<file path="src/rtl/multicycle_control_unit_pkg.sv">
// Shared definitions for the multicycle control unit: FSM states, opcode/funct
// encodings, ALU operation codes and the decoder's coarse ALU-op selector.
package multicycle_control_unit_pkg;

   typedef enum logic [3:0] {
      FETCH, DECODE, MEMADR, MEMRD, MEMWB, MEMWR, EXECUTE,
      ALUWB, BRANCH, ADDIEX, ADDIWB, JUMP, ERROR
   } state_t;

   // Coarse ALU request from the FSM; ALUOP_NONE yields an all-zero control.
   typedef enum logic [1:0] {
      ALUOP_NONE, ALUOP_ADD, ALUOP_SUB, ALUOP_FUNCT
   } alu_op_t;

   localparam logic [5:0] OP_RTYPE = 6'b000000;
   localparam logic [5:0] OP_LW    = 6'b100011;
   localparam logic [5:0] OP_SW    = 6'b101011;
   localparam logic [5:0] OP_BEQ   = 6'b000100;
   localparam logic [5:0] OP_ADDI  = 6'b001000;
   localparam logic [5:0] OP_J     = 6'b000010;

   localparam logic [5:0] FUNCT_ADD = 6'b100000;
   localparam logic [5:0] FUNCT_SUB = 6'b100010;
   localparam logic [5:0] FUNCT_AND = 6'b100100;
   localparam logic [5:0] FUNCT_OR  = 6'b100101;
   localparam logic [5:0] FUNCT_SLT = 6'b101010;

   localparam logic [2:0] ALU_ADD = 3'b010;
   localparam logic [2:0] ALU_SUB = 3'b110;
   localparam logic [2:0] ALU_AND = 3'b000;
   localparam logic [2:0] ALU_OR  = 3'b001;
   localparam logic [2:0] ALU_SLT = 3'b111;

endpackage

</file>
<file path="src/rtl/multicycle_control_unit_alu_control_decoder.sv">
// ALU control decoder: maps the FSM's coarse ALU request (and the R-type funct
// field when requested) onto the ALU operation code, zero-extended to ALUCTL_W.
module alu_control_decoder
   import multicycle_control_unit_pkg::*;
#(
   parameter int FUNCT_W  = 6,
   parameter int ALUCTL_W = 3
) (
   input  logic [1:0]          alu_op,
   input  logic [FUNCT_W-1:0]  funct,
   output logic [ALUCTL_W-1:0] alu_control
);

   alu_op_t    op_sel;
   logic [2:0] code;

   assign op_sel = alu_op_t'(alu_op);

   always_comb begin
      code = 3'b000;
      unique case (op_sel)
         ALUOP_NONE: code = 3'b000;
         ALUOP_ADD:  code = ALU_ADD;
         ALUOP_SUB:  code = ALU_SUB;
         ALUOP_FUNCT: begin
            case (funct)
               FUNCT_W'(FUNCT_ADD): code = ALU_ADD;
               FUNCT_W'(FUNCT_SUB): code = ALU_SUB;
               FUNCT_W'(FUNCT_AND): code = ALU_AND;
               FUNCT_W'(FUNCT_OR):  code = ALU_OR;
               FUNCT_W'(FUNCT_SLT): code = ALU_SLT;
               default:             code = ALU_ADD;
            endcase
         end
      endcase
   end

   assign alu_control = ALUCTL_W'(code);

endmodule

</file>
<file path="src/rtl/multicycle_control_unit.sv">
// Multicycle MIPS-style control unit: one FSM whose state (plus mem_ready, zero
// and funct where relevant) decodes combinationally into the datapath controls.
module multicycle_control_unit
   import multicycle_control_unit_pkg::*;
#(
   parameter int OP_W     = 6,
   parameter int FUNCT_W  = 6,
   parameter int ALUCTL_W = 3
) (
   input  logic                clk,
   input  logic                rst_n,
   input  logic [OP_W-1:0]     op,
   input  logic [FUNCT_W-1:0]  funct,
   input  logic                mem_ready,
   input  logic                zero,
   output logic                pc_en,
   output logic                iord,
   output logic                mem_write,
   output logic                ir_write,
   output logic                reg_dst,
   output logic                mem_to_reg,
   output logic                reg_write,
   output logic                alu_src_a,
   output logic [1:0]          alu_src_b,
   output logic [1:0]          pc_src,
   output logic [ALUCTL_W-1:0] alu_control,
   output logic                illegal_op
);

   state_t  state, state_next, dec_state;
   alu_op_t alu_op;

   always_ff @(posedge clk) begin
      if (!rst_n) state <= FETCH;
      else        state <= state_next;
   end

   // While reset is held the outputs already present the FETCH decode.
   assign dec_state = rst_n ? state : FETCH;

   always_comb begin
      state_next = dec_state;
      alu_op     = ALUOP_NONE;
      pc_en      = 1'b0;
      iord       = 1'b0;
      mem_write  = 1'b0;
      ir_write   = 1'b0;
      reg_dst    = 1'b0;
      mem_to_reg = 1'b0;
      reg_write  = 1'b0;
      alu_src_a  = 1'b0;
      alu_src_b  = 2'b00;
      pc_src     = 2'b00;
      illegal_op = 1'b0;
      case (dec_state)
         FETCH: begin
            alu_src_b = 2'b01;
            alu_op    = ALUOP_ADD;
            ir_write  = mem_ready;
            pc_en     = mem_ready;
            if (mem_ready) state_next = DECODE;
         end
         DECODE: begin
            alu_src_b = 2'b11;
            alu_op    = ALUOP_ADD;
            if (op == OP_W'(OP_LW) || op == OP_W'(OP_SW)) state_next = MEMADR;
            else if (op == OP_W'(OP_RTYPE))               state_next = EXECUTE;
            else if (op == OP_W'(OP_BEQ))                 state_next = BRANCH;
            else if (op == OP_W'(OP_ADDI))                state_next = ADDIEX;
            else if (op == OP_W'(OP_J))                   state_next = JUMP;
            else                                          state_next = ERROR;
         end
         MEMADR: begin
            alu_src_a  = 1'b1;
            alu_src_b  = 2'b10;
            alu_op     = ALUOP_ADD;
            state_next = (op == OP_W'(OP_LW)) ? MEMRD : MEMWR;
         end
         MEMRD: begin
            iord = 1'b1;
            if (mem_ready) state_next = MEMWB;
         end
         MEMWR: begin
            iord      = 1'b1;
            mem_write = 1'b1;
            if (mem_ready) state_next = FETCH;
         end
         MEMWB: begin
            mem_to_reg = 1'b1;
            reg_write  = 1'b1;
            state_next = FETCH;
         end
         EXECUTE: begin
            alu_src_a  = 1'b1;
            alu_op     = ALUOP_FUNCT;
            state_next = ALUWB;
         end
         ALUWB: begin
            reg_dst    = 1'b1;
            reg_write  = 1'b1;
            state_next = FETCH;
         end
         BRANCH: begin
            alu_src_a  = 1'b1;
            alu_op     = ALUOP_SUB;
            pc_src     = 2'b01;
            pc_en      = zero;
            state_next = FETCH;
         end
         ADDIEX: begin
            alu_src_a  = 1'b1;
            alu_src_b  = 2'b10;
            alu_op     = ALUOP_ADD;
            state_next = ADDIWB;
         end
         ADDIWB: begin
            reg_write  = 1'b1;
            state_next = FETCH;
         end
         JUMP: begin
            pc_src     = 2'b10;
            pc_en      = 1'b1;
            state_next = FETCH;
         end
         ERROR: begin
            illegal_op = 1'b1;
         end
         default: state_next = FETCH;
      endcase
   end

   alu_control_decoder #(
      .FUNCT_W  (FUNCT_W),
      .ALUCTL_W (ALUCTL_W)
   ) u_alu_dec (
      .alu_op      (alu_op),
      .funct       (funct),
      .alu_control (alu_control)
   );

endmodule

</file>
<file path="config.mk">
export PLATFORM = sky130hd
export DESIGN_NAME = multicycle_control_unit
export DESIGN_NICKNAME = d
export VERILOG_FILES = /design/src/rtl/multicycle_control_unit_pkg.sv /design/src/rtl/multicycle_control_unit_alu_control_decoder.sv /design/src/rtl/multicycle_control_unit.sv
export SDC_FILE = /design/constraint.sdc
export NUM_CORES = 1
export LEC_CHECK = 0
export ABC_CLOCK_PERIOD_IN_PS = 1600
export BUFFER_PORTS_ARGS = -buffer_cell sky130_fd_sc_hd__buf_2
export CORE_UTILIZATION = 46
export DETAILED_ROUTE_END_ITERATION = 10
export PLACE_DENSITY = 0.79
export SLEW_MARGIN = 20
export SYNTH_ARGS = -nofsm -noshare
export SYNTH_HDL_FRONTEND = slang
export SYNTH_SLANG_ARGS = --single-unit
</file>
<file path="constraint.sdc">
create_clock -name clk -period 1.6 [get_ports clk]
set_input_delay 0.08 -clock clk [delete_from_list [all_inputs] [get_ports clk]]
set_output_delay 0.08 -clock clk [all_outputs]
set_load 0.02 [all_outputs]
</file>
# After elaboration in Yosys (flattened, before gate mapping)
# Index checks and enable logic that the tools add are counted.
# totals
wordCells,59
reg_bits,4
input_bits,16
# op_classes
eq_ne,24
n_reduce_logical,9
n_mux,25
# op_table
cell,count
$eq 6x6->1 const B,6
$pmux 4 s8,1
$mux 4,6
$pmux 3 s4,2
$eq 4x4->1 const B,5
$eq 4x3->1 const B,4
$mux 3,4
$pmux 2 s3,2
$eq 4x2->1 const B,2
$mux 1,8
$reduce_or 4->1,2
$eq 6x2->1 const B,1
$eq 6x3->1 const B,1
$eq 6x4->1 const B,1
$logic_not 6->1,1
$eq 2x2->1 const B,2
$eq 4x1->1 const B,1
$logic_not 4->1,1
$pmux 2 s2,1
$reduce_or 2->1,2
$pmux 1 s3,1
$reduce_or 3->1,1
$eq 2x1->1 const B,1
$logic_not 2->1,1
$logic_or 1x1->1,1

# Longest topological paths before layout
# Gate-level depths: netlist (run 1).
# logic_depth
word_depth,7
ltp_mapped,5
depth_no_buf,4

# Modules after synthesis
# From an unflattened synthesis (run 1), not the netlist that was laid out.
# hier_totals
cells_unflattened,103
hier_area_um2,694.4
# modules_own_cells
mod,cells_each,n_inst,seq_area_each_um2,area_per_inst_um2
multicycle_control_unit,93,1,80.1,614.3
alu_control_decoder,10,1,0.0,80.1

# Worst setup path before layout (run 1)
# No wires, ideal clock.
# synth_path
kind,reg2out
start,register state[1]
end,output alu_control[2]
required_ns,1.520
setup_slack_ns,-0.019
path_stages_with_launch,5
arrival_ns,1.539
path_cell_list,dfxtp_1 -> clkbuf_8 -> clkbuf_1 -> nor3_1 -> o21bai_1
# synth_via
elab_chain_len,6
# synth_lines
item,line,text
start: declaration,multicycle_control_unit.sv:30,"state_t state, state_next, dec_state;"
start signal: assignment,multicycle_control_unit.sv:35,else state <= state_next;
$mux 4 *,multicycle_control_unit.sv:39,assign dec_state = rst_n ? state : FETCH;
$eq 4x1->1 (tied with other cells),multicycle_control_unit.sv:55,case (dec_state)
$reduce_or 4->1 (no source line),n/a,
$pmux 2 s3 *,multicycle_control_unit.sv:55,
$eq 2x2->1 (tied with other cells),multicycle_control_unit_alu_control_decoder.sv:21,unique case (op_sel)
$pmux 3 s4 *,multicycle_control_unit_alu_control_decoder.sv:21,
end: declaration,multicycle_control_unit.sv:26,"output logic [ALUCTL_W-1:0] alu_control,"
# Mark *: on every way between the ends. The rest lies on a longest branch, timed or not.

# Final worst setup path (run 1)
# layout_path
start,register state[0]
end,output alu_control[1]
# The elaborated chain is that of the path after synthesis.

==> results of run 1 <==
-- worst max-delay path by stage --
stage                   from        endpoint  slack [ns]  cells past startpoint
floorplan           state[3]  alu_control[2]        0.04                      5
global placement    state[3]  alu_control[1]        0.17                      5
detailed placement  state[3]  alu_control[1]        0.06                      5
CTS                 state[0]  alu_control[1]       -0.10                      5
global route        state[0]  alu_control[1]       -0.13                      5
finish              state[0]  alu_control[1]       -0.08                      5
-- final cells by class --
type | instances | area (µm²) | area share [%]
clock buffers | 3 | 22.5 | 2.33
repair buffers | 44 | 260 | 27.0
multi-input cells | 83 | 559 | 58.0
flip-flops and latches | 4 | 85.1 | 8.82
inverters | 5 | 18.8 | 1.95
well taps | 15 | 18.8 | 1.95
-- synthesized netlist by cell type (2+ instances only) --
cell type and instances:
nor2_1 11, nor3_1 9, a21oi_1 7, nand2_1 7
inv_1 5, nand2b_1 5, clkbuf_8 4, dfxtp_1 4
nor3b_1 4, o21ai_0 4, xnor2_1 4, nand3b_1 3
o31ai_1 3, or3_1 3, a22oi_1 2, a32oi_1 2
clkbuf_1 2, nand3_1 2, o21bai_1 2
-- per-layer routing --
metal | GRT usage (%) | share of wire, %
met4 | 7.50 | 0.49
met2 | 53.1 | 53
met5 | 0 | 0
met1 | 28.9 | 40
met3 | 5.43 | 7.2
-- power breakdown --
group	switching, µW	internal, µW
clock	48.2	84.4
combinational	136	107
sequential	7.37	109
total	192	300
-- through the flow --
stage | utilization, % | power, µW | worst slack [ns] | setup TNS (ns)
after floorplan | - | 270 | 0.0408 | 0
after global placement | 66.3 | 334 | 0.166 | 0
after detailed placement | 66.3 | 341 | 0.0555 | 0
after CTS | 70.1 | 484 | -0.100 | -0.186
after global routing | 71.5 | 522 | -0.131 | -0.324
final | 71.5 | 492 | -0.0809 | -0.145
-- cell families after synthesis --
family | count (synthesis) | share of synthesized area (%)
AOI/OAI and AO/OA | 27 | 27.7
and+or+nand+nor | 50 | 39.5
muxes | 2 | 3.04
buffers and inverters | 12 | 13.2
DFF | 4 | 11.4
xor gates and xnor gates | 4 | 5.01
-- repair_timing --
action,CTS,global route
endpoints found under the setup margin,5,6
setup buffers,1,0
pin swaps,2,1
resized for setup,8,6
-- worst reg2reg max path, stage by stage (launching register included) --
cell,delay (ns)
dfxtp_2,0.32
buf_4,0.16
nand2b_2,0.23
nor4_1,0.38
nand2_1,0.12
a21oi_1,0.18
==> results.md, run 1 <==
* Crit Path Category: register to output pin
* Design area at 965 µm²
* Crit-path cells: nor2_2 > nand2_1 > or4b_4 > o32a_1 > buf_2
* Io pins at 32
* Synth unique cells at 35
* Peak VDD IR at between 0.3 and 0.4 mV
* WHS at about 0.17 ns
* Mapped cell area at ~700 µm²
* Period utilization at 105%
* Core area at 1350 µm²
* Layout filler cell count at about 110
* Leakage at 0.000398 µW
* WP data arrival at between 1.5 and 2 ns
* Post-synthesis sequential area ratio at approximately 11%
* Post-route ant nets at 0
* RR Endpoint: state[0]
* Final WS setup at -0.0809 ns
* DP Area at 895 µm²
* Initial DRC count at 31
* Synth Instances at just under 100
* Required time of the critical path at 1.52 ns
* R2r startpoint: state[3]
* Clk_lat worst skew at about 0.24 ns
* First-pass GRT wire length at around 3 mm
* CP max stage delay at ~0.5 ns
* Num Clock Sinks at 4
* Pin count of the biggest net entering global routing at 17
* Global route overflow at 0
* Final Setup Violations at 2
* Slowest CP cell: or4b_4
* Flip-flop count of the largest register after layout at 4
* Routed wire length at 2.04 mm
* Startpoint of the lowest-slack hold path: rst_n
* Synth area leaders: dfxtp_1 11%, clkbuf_8 7.9%, nor3_1 6.4%, nor2_1 5.9%, a21oi_1 5.0%
* Register with the highest flop count: state
* Placed cells at 150
* Hold Fails Final Rpt at 0
* Actual slew at the worst max-slew pin at 0.400 ns
* Syn avg cell area at 7.06 µm²
* Status: finished, violations left
* Commonest non-fill, non-tap cell in the layout: buf_2
* Tmin final at 1.68 ns
* Layout cell share with drive strength beyond 1 at a little over two fifths
* Fmax at 595 MHz
* Clock slew at the register clock pins of the worst setup and hold paths at 0.04 ns
* Vias per std cell at between 5 and 6
* Hold-fix buffers at CTS at 0
* Max Cap Violations at 0
* Drt drc at 0
* HPWL Detailed at around 1.6 mm
* Rows at 13
* Initial core utilization at between 50% and 60%
* Synth async-reset ratio at 0%
* Die H at 41.0 µm
* Total number of vias at between 800 and 900
* Post-Syn Nets at roughly 120
* Die X at 41.0 µm
* Buf/Inv on CP at 1
* RSZ-0062 raised after global routing: true
* Maximum clock path buffer count at 2
* Reg2reg setup slack at ~0.13 ns
* CTS tree: yes
* Die area at between 1500 and 2000 µm²
* Yosys top cell area share at ~11%
* Layout Skew at approximately 0.00076 ns
* Pwr dens at slightly above 500 nW/µm²
* Crit path launch type: register
* Worst path top cell family by delay: simple AND/OR/NAND/NOR gates
* Peak fanout along the critical path at 3
* Vias in the first global route at roughly 750
* Non-filler cells, final at 154
* Critical path capture point type: output pin
* Average wire per standard cell at roughly 13 µm
* Final nets at 157
* Num CTS Buffers at 3
* Syn. warnings at 0
* Most frequent cells in the layout: 28 x buf_2, 16 x buf_4, 9 x nor2_1, 8 x nor3_1
* Worst hold path cell count at 3
* Diode count at 0
* Area grow syn2layout at 37.9%
* Failing checks: setup timing
* Worst R2R Path Depth at 5
* Initial antenna violation count at 0
* Worst slew margin at 72.6%
* Max Slew Vio Count at 0
* H-tree Lvls at 1
* Worst hold path type: input port to register
* Min-Delay Endpoint: state[0]
* Synth Flop Type: dfxtp_1
* I/O Buffers at 31
* Gpl congestion at around 0.89
* Post-synth EDFFs at 0
* Largest area contributor in the netlist: dfxtp_1
* Total track usage at ~27%
* Regs by FF count: state (4)
* Seq cells post-synth at 4
* Root buffer cell: clkbuf_4
* Initial DRT Pass Iterations at 4
Note: power is estimated with default switching activity, not from simulation.
==> inputs of run 2 (changes only) <==
BUFFER_PORTS_ARGS = unset   (was -buffer_cell sky130_fd_sc_hd__buf_2)
CORE_AREA = 2 2 39 41   (was unset)
CORE_UTILIZATION = unset   (was 46)
CTS_BUF_LIST = sky130_fd_sc_hd__clkbuf_16   (was unset)
DIE_AREA = 0 0 41 43   (was unset)
DONT_BUFFER_PORTS = 1   (was unset)
PLACE_DENSITY = 0.68   (was 0.79)
==> results.md, run 2 (synthesis gave the netlist of run 1 again) <==
* I/O Buffers at 0 (-100%)
* Status: finished, violations left
* Area grow syn2layout at 32.7%
* Total power at 732 µW (+49%)
* CTS tree: yes
* Switching share of power at 28.2% (-11 points)
* Max Slew Vio Count at 0 (unchanged)
* Layout cell share with drive strength beyond 1 at 33.3% (-11 points)
* Pin count of the biggest net entering global routing at 16 (-1)
* Total track usage at 28.0% (+0.66 points)
* Peak VDD IR at 0.430 mV (+10%)
* DP Area at 793 µm² (-11%)
* Final Setup Violations at 2 (unchanged)
* Num CTS Buffers at 3 (unchanged)
* Int Pwr at 525 µW (+75%)
* Critical path capture point type: output pin
* Root buffer cell: clkbuf_16
* Regs by FF count: state (4)
* Crit Path Category: register to output pin
* Worst R2R Path Depth at 4 (-1)
* Global route overflow at 0 (unchanged)
* Worst slew margin at 69.8% (-2.9 points)
* Average wire per standard cell at 16.6 µm (+25%)
* Failing checks: setup timing
* Comb power frac at 30.4% (-19 points)
* Final nets at 135 (-14%)
* Post-route ant nets at 0 (unchanged)
* First-pass GRT wire length at 3.37 mm (+9.4%)
* Die H at 43 µm (+4.9%)
* WP data arrival at 1.56 ns (-0.04 ns)
* H-tree Lvls at 1 (unchanged)
* Period utilization at 102% (-2.8 points)
* Register with the highest flop count: state
* Vias in the first global route at 802 (+7.7%)
* Final WS setup at -0.0367 ns (+0.0442 ns)
* Tmin final at 1.64 ns (-0.0442 ns)
* Core area at 1380 µm² (+2.5%)
* Design area at 928 µm² (-3.8%)
* Initial DRT Pass Iterations at 4 (unchanged)
* Die area at 1760 µm² (+4.9%)
* Max Cap Violations at 0 (unchanged)
* Gpl congestion at 0.873 (-1.6%)
* Net Switching at 206 µW (+7.6%)
* Clk_lat worst skew at 0.23 ns (about the same)
* Clock network power share at 53.6% (+27 points)
* Initial antenna violation count at 0 (unchanged)
* Hold Fails Final Rpt at 0 (unchanged)
* Required time of the critical path at 1.52 ns (about the same)
* Initial core utilization at 50.5% (-1.3 points)
* Diode count at 0 (unchanged)
* Rows at 14 (+1)
* Routed wire length at 2.20 mm (+8.1%)
* Drt drc at 0 (unchanged)
* Initial DRC count at 32 (+3.2%)
* Setup TNS at -0.0368 ns (+0.109 ns)
* Total number of vias at 855 (-3.4%)
* Crit path launch type: register
* Vias per std cell at 6.43 (+12%)
* Worst hold path cell count at 2 (-1)
* Layout Skew at 0.00154 ns (+0.000782 ns)
* HPWL Detailed at 1.53 mm (-4.2%)
* Fmax at 611 MHz (+2.7%)
* Die X at 41 µm (about the same)
* RSZ-0062 raised after global routing: true
* Clock slew at the register clock pins of the worst setup and hold paths at 0.03 ns (about the same)
* Maximum clock path buffer count at 2 (unchanged)
* Leakage at 0.000335 µW (-16%)
* Most frequent cells in the layout: 21 x buf_4, 9 x nor2_1, 8 x nor3_1, 7 x a21oi_1
* Peak fanout along the critical path at 15 (+12)
* Commonest non-fill, non-tap cell in the layout: buf_4
* Io pins at 32 (unchanged)
* Worst hold path type: input port to register
* Actual slew at the worst max-slew pin at 0.442 ns (+0.0419 ns)
* Pwr dens at 788 nW/µm² (+55%)
* Flip-flop count of the largest register after layout at 4 (unchanged)
* Num Clock Sinks at 4 (unchanged)
* Reg power frac at 16.0% (-7.7 points)
## run 2: cell count changes in the layout (fill, tap and decap cells not counted), sizes merged
cell,change
dlygate4sd3,+1
buf,-23
## run 2: timing repair
item | 4_1_cts | 5_1_grt
hold buffers | 1 | 0
pin swaps | 3 | 0
gates resized for setup | 8 | 4
setup buffers | 1 | 1
setup endpoints to repair | 4 | 6
endpoints found under the hold margin | 1 | 0
## run 2: cell type report
class                      count  area, µm²
clock buffer                   3       75.1
fill                         122        455
inverter                       5       18.8
multi-input combinational     83        562
sequential                     4       85.1
tap                           16       20.0
timing repair buffer          22        168
## run 2: per-stage QoR
step                      cells  setup slack [ns]  util, %  hold slack [ns]
after floorplan              99            0.0408        -            0.258
after global placement      127             0.160     57.3            0.226
after detailed placement    127            0.0978     57.3            0.223
after CTS                   132           -0.0130     65.6           0.0167
after global routing        133           -0.0927     67.1           0.0189
final                       133           -0.0367     67.1           0.0143
## run 2: worst paths after layout
path                 start             end  slack [ns]
hold / removal       rst_n        state[1]        0.01
hold reg to reg   state[1]        state[3]        0.70
setup / recovery  state[2]  alu_control[2]       -0.04
setup reg to reg  state[3]        state[2]        0.07
## run 2: routing by layer
| layer | vias to the layer above | share of wire [%] | global-route usage [%] |
|---|---|---|---|
| met5 | - | 0 | 0 |
| met4 | 0 | 3.1 | 14.7 |
| met3 | 8 | 7.1 | 6.81 |
| met2 | 47 | 52 | 47.2 |
| met1 | 395 | 37 | 29.9 |
| li1 | 405 | - | - |
## run 2: power by group through the flow
stage	clock [µW]	combinational [µW]	sequential, µW
final	392	222	117
after global routing	396	239	118
after CTS	392	210	117
after detailed placement	0	196	115
after global placement	0	190	115
after floorplan	0	153	117
## run 2: critical path, stage by stage (launching register included)
cell and delay [ns]:
dfxtp_1 0.31, buf_4 0.19, nand2b_1 0.19, buf_4 0.17, nor3_2 0.18, o21bai_1 0.14, buf_4 0.15
==> inputs of run 3 (changes only) <==
HOLD_SLACK_MARGIN = 0.06   (was unset)
==> results.md, run 3 (synthesis gave the netlist of run 1 again) <==
* Status: finished, violations left
* Failing checks: setup timing
* H-tree Lvls at 1 (unchanged)
* Tmin final at 1.64 ns (+0.00213 ns)
* Gpl congestion at 0.873 (unchanged)
* Worst hold path type: input port to register
* Pwr dens at 778 nW/µm² (-1.3%)
* Placed cells at 127 (unchanged)
* Average wire per standard cell at 16.9 µm (+2.1%)
* Io pins at 32 (unchanged)
* Initial antenna violation count at 0 (unchanged)
* Final core utilization at 68.5% (+1.4 points)
* Slowest CP cell: dfxtp_1
* Hold Fails Final Rpt at 0 (unchanged)
* WP data arrival at 1.56 ns (about the same)
* Critical path capture point type: output pin
* First-pass GRT wire length at 3.42 mm (+1.6%)
* Num CTS Buffers at 3 (unchanged)
* Layout Skew at 0.00166 ns (+0.000113 ns)
* Vias per std cell at 6.50 (+1.1%)
* Die area at 1760 µm² (unchanged)
* Final Setup Violations at 1 (-1)
* Rows at 14 (unchanged)
* Final nets at 137 (+1.5%)
* Pin count of the biggest net entering global routing at 16 (unchanged)
* Vias in the first global route at 818 (+2.0%)
* Clock slew at the register clock pins of the worst setup and hold paths at 0.03 ns (about the same)
* CTS tree: yes
* Buf/Inv on CP at 3 (unchanged)
* Leakage at 0.000345 µW (+3.1%)
* HPWL Detailed at 1.53 mm (unchanged)
* Fmax at 610 MHz (-0.13%)
* Place WS at 0.0978 ns (unchanged)
* Drt drc at 0 (unchanged)
* Total power at 738 µW (+0.84%)
* DP Area at 793 µm² (unchanged)
* Total number of vias at 877 (+2.6%)
* Commonest non-fill, non-tap cell in the layout: buf_4
* Crit path top cell by count: buf_4
* Crit Path Category: register to output pin
* Peak fanout along the critical path at 15 (unchanged)
* I/O Buffers at 0 (unchanged)
* Max Cap Violations at 0 (unchanged)
* Die H at 43 µm (unchanged)
* Regs by FF count: state (4)
* Num Clock Sinks at 4 (unchanged)
* Core area at 1380 µm² (unchanged)
* Routed wire length at 2.28 mm (+3.6%)
* Worst slew margin at 69.0% (-0.79 points)
* Worst path top cell family by delay: buffers and inverters
* Peak VDD IR at 0.426 mV (-1.0%)
* Required time of the critical path at 1.52 ns (about the same)
* Period utilization at 102% (+0.13 points)
* Layout cell share with drive strength beyond 1 at 32.8% (-0.56 points)
* Area grow syn2layout at 35.6%
* Crit path launch type: register
* Max Slew Vio Count at 0 (unchanged)
* RSZ-0062 raised after global routing: true
* Final WS setup at -0.0388 ns (-0.00213 ns)
* Flip-flop count of the largest register after layout at 4 (unchanged)
* Root buffer cell: clkbuf_16
* Clk_lat worst skew at 0.23 ns (about the same)
* Actual slew at the worst max-slew pin at 0.454 ns (+0.0116 ns)
* Initial core utilization at 50.5% (unchanged)
* Die X at 41 µm (unchanged)
* Design area at 948 µm² (+2.2%)
* Total track usage at 28.4% (+0.40 points)
* Initial DRC count at 30 (-6.3%)
* Crit-path cells: buf_4 > nand2b_1 > buf_4 > nor3_2 > o21bai_1 > buf_4
* Register with the highest flop count: state
* Diode count at 0 (unchanged)
* Global route overflow at 0 (unchanged)
* Maximum clock path buffer count at 2 (unchanged)
* Post-route ant nets at 0 (unchanged)
* CP max stage delay at 0.31 ns (about the same)
* Non-filler cells, final at 135 (+1.5%)
* Most frequent cells in the layout: 21 x buf_4, 9 x nor2_1, 8 x nor3_1, 7 x a21oi_1
* Initial DRT Pass Iterations at 4 (unchanged)
## run 3: cell count changes in the layout (fill, tap and decap cells not counted)
| cell | previous run | this run |
|---|---|---|
| dlygate4sd3_1 | 1 | 3 |
## run 3: metrics by stage
| step | hold slack [ns] | setup TNS (ns) |
|---|---|---|
| floorplan | 0.258 | 0 |
| global placement | 0.226 | 0 |
| detailed placement | 0.223 | 0 |
| CTS | 0.0669 | -0.0130 |
| global route | 0.0715 | -0.194 |
| finish | 0.0619 | -0.0388 |
## run 3: what timing repair did
action / in CTS / in global routing
gates resized for setup: 8 / 4
endpoints found under the setup margin: 4 / 6
pin swaps: 3 / 0
endpoints found under the hold margin: 2 / 0
hold buffers: 3 / 0
setup buffers: 1 / 1
## run 3: layer usage
metal | GRT usage (%) | part of all wire [%] | vias to the layer above | routed length, µm
li1 | - | - | 404 | -
met1 | 29.9 | 38 | 406 | 860
met2 | 48.4 | 53 | 57 | 1200
met3 | 6.81 | 6.8 | 10 | 154
met4 | 14.7 | 2.9 | 0 | 66
met5 | 0 | 0 | - | 0
## run 3: final cells by class
type / count / area [µm²]
Multi-Input combinational cell: 83 / 562
Fill cell: 121 / 435
Timing Repair Buffer: 24 / 188
Sequential cell: 4 / 85.1
Clock buffer: 3 / 75.1
Tap cell: 16 / 20.0
Inverter: 5 / 18.8
## run 3: final timing paths
kind | start | end | slack [ns] | cells after the start
hold reg to reg | state[1] | state[3] | 0.70 | 2
hold / removal | rst_n | state[2] | 0.06 | 2
setup / recovery | state[2] | alu_control[2] | -0.04 | 6
setup reg to reg | state[3] | state[2] | 0.08 | 4
## run 3: report_power, final
part	switching [µW]	leakage (µW)	internal, µW
clock network	72.0	0.0000370	319
logic	128	0.000275	101
registers	9.00	0.0000337	108
